### config.mk
export PLATFORM = sky130hd
export DESIGN_NAME = k_fifo_rd_ctrl_flat
export DESIGN_NICKNAME = d
export VERILOG_FILES = /design/src/rtl/k_fifo_rd_ctrl_if.sv /design/src/rtl/k_fifo_rd_ctrl.sv /design/src/flat_wrapper.sv
export SDC_FILE = /design/constraint.sdc
export NUM_CORES = 1
export LEC_CHECK = 0
export BUFFER_PORTS_ARGS = -buffer_cell sky130_fd_sc_hd__buf_2
export CAP_MARGIN = 20
export CORE_ASPECT_RATIO = 0.8
export CORE_MARGIN = 2
export CORE_UTILIZATION = 40
export CTS_CLUSTER_SIZE = 40
export DETAILED_ROUTE_END_ITERATION = 16
export SYNTH_ARGS = -nofsm -noshare
export SYNTH_HDL_FRONTEND = slang
export SYNTH_SLANG_ARGS = --single-unit
### constraint.sdc
create_clock -name rclk -period 3.13 [get_ports rclk]
set_clock_uncertainty 0.1 [all_clocks]
set_input_delay 0.626 -clock rclk [delete_from_list [all_inputs] [get_ports rclk]]
set_output_delay 0.626 -clock rclk [all_outputs]
set_load 0.02 [all_outputs]
### src/rtl/k_fifo_rd_ctrl_if.sv
// k_fifo_rd_ctrl_if: registered read-data stream between the FIFO read controller and its consumer
interface k_fifo_rd_ctrl_if #(parameter int data_size = 8);
  logic [data_size-1:0] rdata;
  logic                 rvalid;
  logic                 rready;
  modport master(output rdata, rvalid, input rready);
  modport slave(input rdata, rvalid, output rready);
endinterface

### src/rtl/k_fifo_rd_ctrl.sv
// k_fifo_rd_ctrl: dual-clock FIFO read side; syncs the write pointer, tracks empty/level, registers output data
module k_fifo_rd_ctrl #(
  parameter int data_size = 8,
  parameter int addr_size = 4
) (
  input  logic                 rclk,
  input  logic                 rrst_n,
  input  logic [addr_size:0]   wptr_gray,
  output logic [addr_size:0]   rptr_gray,
  output logic [addr_size-1:0] raddr,
  input  logic [data_size-1:0] mem_rdata,
  output logic                 rempty,
  output logic [addr_size:0]   rlevel,
  k_fifo_rd_ctrl_if.master     rd
);
  logic [addr_size:0] rptr_bin, rptr_nxt, wq1, wq2, wbin_sync;
  logic fetch;
  for (genvar i = 0; i <= addr_size; i++) begin : g_g2b
    assign wbin_sync[i] = ^wq2[addr_size:i];
  end
  assign rptr_nxt = rptr_bin + (addr_size+1)'(1);
  assign raddr    = rptr_bin[addr_size-1:0];
  assign rempty   = rptr_gray == wq2;
  assign rlevel   = wbin_sync - rptr_bin;
  assign fetch    = !rempty && (!rd.rvalid || rd.rready);
  always_ff @(posedge rclk) begin
    if (!rrst_n) begin
      rptr_bin  <= '0;
      rptr_gray <= '0;
      wq1       <= '0;
      wq2       <= '0;
      rd.rdata  <= '0;
      rd.rvalid <= 1'b0;
    end else begin
      wq1 <= wptr_gray;
      wq2 <= wq1;
      if (fetch) begin
        rd.rdata  <= mem_rdata;
        rd.rvalid <= 1'b1;
        rptr_bin  <= rptr_nxt;
        rptr_gray <= rptr_nxt ^ (rptr_nxt >> 1);
      end else if (rd.rvalid && rd.rready) begin
        rd.rvalid <= 1'b0;
      end
    end
  end
endmodule

### src/flat_wrapper.sv
// flat-port wrapper written by rule: the top's interface ports become plain ports
module k_fifo_rd_ctrl_flat 
#(
  parameter int data_size = 8,
  parameter int addr_size = 4
)
  (rclk, rrst_n, wptr_gray, rptr_gray, raddr, mem_rdata, rempty, rlevel, rd_rdata, rd_rvalid, rd_rready);
  k_fifo_rd_ctrl_if #(.data_size(data_size)) rd_i ();
  input  logic rclk;
  input  logic rrst_n;
  input  logic [addr_size:0] wptr_gray;
  output logic [addr_size:0] rptr_gray;
  output logic [addr_size-1:0] raddr;
  input  logic [data_size-1:0] mem_rdata;
  output logic rempty;
  output logic [addr_size:0] rlevel;
  output wire logic [$bits(rd_i.rdata)-1:0] rd_rdata;
  output wire logic [$bits(rd_i.rvalid)-1:0] rd_rvalid;
  input wire logic [$bits(rd_i.rready)-1:0] rd_rready;
  assign rd_rdata = rd_i.rdata;
  assign rd_rvalid = rd_i.rvalid;
  assign rd_i.rready = rd_rready;
  k_fifo_rd_ctrl #(.data_size(data_size), .addr_size(addr_size)) u_core (.rclk(rclk), .rrst_n(rrst_n), .wptr_gray(wptr_gray), .rptr_gray(rptr_gray), .raddr(raddr), .mem_rdata(mem_rdata), .rempty(rempty), .rlevel(rlevel), .rd(rd_i));
endmodule
Yosys cells after proc, flatten, opt, wreduce, memory -nomap -nowiden
Index checks and enable logic that the tools add are counted.

Bits in registers: 29. Output and inout port bits: 24. Logic and storage cells: 22.

Add/subtract/negate cells: 2. Equality and inequality tests: 1. Mux-type cells: 2. Bitwise gates (word level): 1. Reduce and logical (&&, ||, !) cells: 10.

Operator list (count): adder 5 x 1 -> 5 bit (second input constant) (1); == test 5 bit (1); parity 5 bit (1); subtractor 5 bit (1); bitwise XOR 5 x 4 -> 5 bit (1); parity 4 bit (1); parity 3 bit (1); logical AND 1 bit (2); logical NOT 1 bit (2); 2-to-1 mux 1 bit (2); nonzero test 2 bit (1); parity 2 bit (1); logical OR 1 bit (1).

Depth between registers and ports, before layout
Depth after elaboration: 4. Mapped depth: 10.

Worst setup path after synthesis
No wires, ideal clock.

Kind: register -> output. From: register u_core.wq2[4]. To: output port rlevel[4]. Arrival: 2.269 ns. Required time: 2.404 ns. Slack: 0.135 ns. Stages on the path, launching flop included: 11. Buffers on the path: 0. Path through: dfxtp_1 > xor2_2 > xnor2_2 > xor2_2 > xor2_1 > ha_1 > fa_1 > inv_1 > a21o_1 > a21oi_1 > xnor2_1.

Cells in the longest elaborated chain, start to end: 2.

Ends and longest elaborated chain: start, declared (RTL line k_fifo_rd_ctrl.sv:16) `logic [addr_size:0] rptr_bin, rptr_nxt, wq1, wq2, wbin_sync;`; start signal, assigned (RTL line k_fifo_rd_ctrl.sv:36) `wq2 <= wq1;`; parity 5 bit (tied with other cells) (RTL line k_fifo_rd_ctrl.sv:19) `assign wbin_sync[i] = ^wq2[addr_size:i];`; subtractor 5 bit * (RTL line k_fifo_rd_ctrl.sv:24) `assign rlevel = wbin_sync - rptr_bin;`; end, declared (RTL line flat_wrapper.sv:16) `output logic [addr_size:0] rlevel;`.

Every way passes the cells marked *; elsewhere a longest branch is shown, timed or not.

Worst setup path in the final report
From: register u_core.wq2[3]. To: output port rlevel[4].

Same word-level chain as after synthesis.

==> flow_results.org <==
** Run status
- The flow ran to the end, but the final reports show violations.
- Failing checks :: setup timing

** Logic synthesis
- Post-synthesis area per instance :: 9.22 sq um
- Netlist cell types :: 33
- Synthesis handed over a netlist of 157 instances.
- For this run, asynchronously set or reset flops after synthesis account for 0%.
- The number of nets handed over by synthesis was 179.
- Of the total synthesized cell area, the portion taken by full adders, half adders and majority gates is about 5.7%.
- The synthesized netlist devotes 18.3% of its cell area to simple gates.
- After synthesis, the largest family of logic cells by area is simple AND/OR/NAND/NOR gates.
- EDFF count, synth :: 0
- Area fraction in compound gates after synthesis :: a little under a tenth
- Summing the areas of all xor and xnor instances in the mapped netlist gives 12.4% of the synthesized area.
- After synthesis, flip-flops and latches occupy 38.7% of the total area.
- After synthesis the netlist holds a flip-flop and latch count of 28.
- During synthesis, Yosys emitted a total of 0 warnings.
- In this run the cell area of the synthesized design comes to roughly 1400 sq um.
- Measured against the total synthesized area, the mux share comes to 9.68%.
- Main flop type after synthesis :: dfxtp_1

** Worst setup path
- Endpoint kind of the worst setup timing path :: primary output
- Register-to-Register Path Depth :: 3
- Largest fanout on the critical path :: 2
- Critical Path RT :: approximately 2400 ps
- Arr. time, crit path :: between 2000 and 2500 ps
- Worst setup SP type :: flop
- Kind of critical path :: flop to primary output

** Power and ir drop
- Switching share of power :: 38.9%
- Reported net switching power :: 0.583 mW
- Part of the power in the clock network :: 19.2%
- For this design the ratio of total power to cell area is approximately 820 nW/um^2.
- Sequential cells account for 31.3% of the total power.
- In this run, the combinational gates consume 49.6% of the power.
- For this design the static power due to leakage is around 0.85 nW.
- Design internal power :: approximately 0.92 mW
- IR analysis of the VDD net gives a maximum drop of 0.434 mV.

** Global route
- Number of antenna violations at the first check in global routing :: 0
- Entering global routing, the biggest net connects 48 pins.
- The first global-routing pass estimated about 5300 microns of wire.
- For this run the aggregate overflow at the end of global routing stands at 0.
- Via count of the first global-routing pass :: 1184
- In the global route stage, overall resource usage came out at between 10% and 20%.

** Placement
- Once placement completed, the tool counted placed cells totaling 231.
- Worst slack at placement :: approximately 67 ps
- Post-detailed-placement cell area :: 1660 sq um
- In this run the tool buffered the top-level ports with 39 buffer cells.
- Routability-driven placement finished with a final weighted congestion of 0.841.
- Once detailed placement completed, the half-perimeter wirelength came to 2320 microns.

** Layout
- Summing all non-filler instances in the final layout gives an area of 1840 sq um.
- The net count of the finished layout is 223.
- Compared with the post-synthesis result, the final layout area differs by 26.9%.
- Count of filler cells inserted in the layout :: 311
- Diodes inserted :: 0
- Of the cells placed in the final design, the portion with a size suffix greater than 1 is roughly a third.
- The finished layout holds 242 standard cells, fillers aside.

** Drt
- After detailed routing, the average wire length per cell comes to between 10 and 15 microns.
- The final layout contains routed wiring with a total length of 3170 microns.
- Initial detailed-routing violation count :: 54
- For this run, the detailed router's first-pass iteration total came to 4.
- Via count normalized by instance count :: roughly 5
- Total number of vias :: 1206
- Antenna-violating nets left :: 0
- Detailed-route DRC error count :: 0

** Clock tree
- For this design, the CTS-stage hold fixing added 0 buffers.
- The longest clock path from root to sink contains 2 buffers.
- Clock-pin slew was measured on the worst setup and hold paths at about 90 ps.
- The later pin in the worst-skew pair is clocked with a latency of roughly 280 ps.
- CTS built an H-tree with a depth of 1.
- Root cell of the clock tree :: clkbuf_8
- TritonCTS buffer count :: 3
- Clk sink count :: 28
- TritonCTS built the clock tree.

** Timing
- The worst pin sits at a relative slew slack of 51.2%.
- Max Clk Rate :: 316 MHz
- Hold Violations, Final :: 0
- Time the worst path needs with I/O delays and setup :: approximately 3200 ps
- Unrepaired setup endpoints after global routing :: true
- Setup violations remaining at the end of the flow were counted as 2.
- After routing, the total negative slack on setup checks comes to -34.3 ps.
- The number of pins with negative max-slew slack in the final report came to 0.
- Post-route setup slack :: -31.6 ps
- Period utilisation layout :: 101%
- On the final layout, the worst hold slack is 339 ps.
- Least-Margin Pin Slew :: 732 ps

** Floorplanning
- 40 I/O pins were placed.
- Total die area :: around 4100 sq um
- Chip Width :: 71.3 microns
- The floorplan has 19 rows.
- Effective utilization at floorplan :: 42.0%
- From bottom edge to top edge, the die measures 57.8 microns.
- The total area inside the core boundary comes to 3450 sq um.

** Hold path
- Counting instances, the worst hold path has a depth of 1.
- Worst Hold Class :: flop to flop

** Job
- Number of maximum-capacitance constraint violations :: 0
-- cell families after synthesis --
logic type | count (synthesis)
and+or+nand+nor | 53
DFF | 28
AOI/OAI and AO/OA | 19
buffers and inverters | 19
xor gates and xnor gates | 18
muxes | 14
adders and majority gates | 6
-- through the flow --
step / utilization (%) / total power [mW]
finish: 53.3 / 1.50
detailed placement: 48.2 / 1.15
global placement: 48.2 / 1.12
floorplan: - / 0.971
CTS: 52.4 / 1.47
global route: 53.3 / 1.59
-- critical path, stage by stage, from the launching register on --
cell	delay [ps]
dfxtp_4	380
xor2_4	190
xnor2_2	190
xor2_2	190
xor2_1	160
ha_2	220
fa_2	210
inv_2	40
a21o_1	160
a21oi_2	140
xnor2_1	130
buf_4	160
-- flip-flops by register name, indices dropped and copies added, names as in the netlist --
| register | cells |
|---|---|
| u_core.wq2 | 5 |
| u_core.rptr_gray | 4 |
| u_core.wq1 | 5 |
| u_core.rptr_bin | 5 |
| u_core.rd.rdata | 8 |
| u_core.rd.rvalid | 1 |
-- layer usage --
layer	vias to the layer above	share of wire [%]	track usage, %
li1	603	-	-
met5	-	0	0
met2	25	49	27.8
met3	2	3.9	4.35
met4	0	0.28	2.43
met1	576	47	20.1
-- placed cells by master (no fill, tap or decap), drive strengths merged --
master	netlist	routed
buf	3	47
nand2	29	29
dfxtp	28	28
mux2i	14	14
xnor2	14	14
inv	11	11
and2	10	10
nand4	5	5
ha	5	5
a21oi	5	5
xor2	4	4
o211ai	3	3
nand2b	3	3
clkbuf	5	3
o21ai	3	3
a21o	2	2
and3	2	2
and4	1	1
nand3	1	1
nor2b	1	1
o21bai	1	1
nor4b	1	1
a21bo	1	1
a2bb2oi	1	1
a41oi	1	1
o31ai	1	1
a21boi	1	1
fa	1	1
bufinv	0	1
-- synth_stat cells, types with 3 or more instances --
cell type | number | share of area [%]
nand2b_1 | 3 | 1.3
nand2_1 | 29 | 7.5
dfxtp_1 | 28 | 39
mux2i_1 | 14 | 9.7
o211ai_1 | 3 | 1.6
clkbuf_1 | 5 | 1.3
xnor2_1 | 13 | 7.9
nand4_1 | 5 | 2.2
inv_1 | 11 | 2.9
a21oi_1 | 4 | 1.4
ha_1 | 5 | 4.3
and2_1 | 10 | 4.3
-- area by class of cell --
type | count | area, sq um | share of cell area (%)
well taps | 42 | 52.6 | 2.86
multi-input cells | 110 | 837 | 45.6
inverters | 11 | 41.3 | 2.25
repair buffers | 47 | 267 | 14.5
clock buffers | 3 | 41.3 | 2.25
clock inverters | 1 | 30.0 | 1.63
flip-flops and latches | 28 | 568 | 30.9
-- power groups by stage --
stage | combinational (mW) | clock [mW] | sequential [mW]
floorplan | 0.431 | 0 | 0.540
global placement | 0.649 | 0 | 0.474
detailed placement | 0.667 | 0 | 0.479
CTS | 0.710 | 0.291 | 0.470
global route | 0.808 | 0.307 | 0.478
finish | 0.743 | 0.287 | 0.469
-- timing repair --
| item | 4_1_cts | 5_1_grt |
|---|---|---|
| setup endpoints to repair | 3 | 3 |
| pin swaps | 7 | 6 |
| hold endpoints to repair | 0 | 0 |
| gates resized for setup | 10 | 5 |
| setup buffers | 5 | 2 |
-- path summary, 6_finish.rpt --
check,startpoint,end,slack [ps]
worst max-delay path,u_core.wq2[3]$_SDFF_PN0_,rlevel[4],-30
worst min-delay path,u_core.wq1[2]$_SDFF_PN0_,u_core.wq2[2]$_SDFF_PN0_,340
worst max register to register,u_core.rptr_bin[4]$_SDFFE_PN0P_,u_core.rd.rdata[7]$_SDFFE_PN0P_,1260
worst min register to register,u_core.wq1[2]$_SDFF_PN0_,u_core.wq2[2]$_SDFF_PN0_,340
Power figures use the tool's default switching activity.
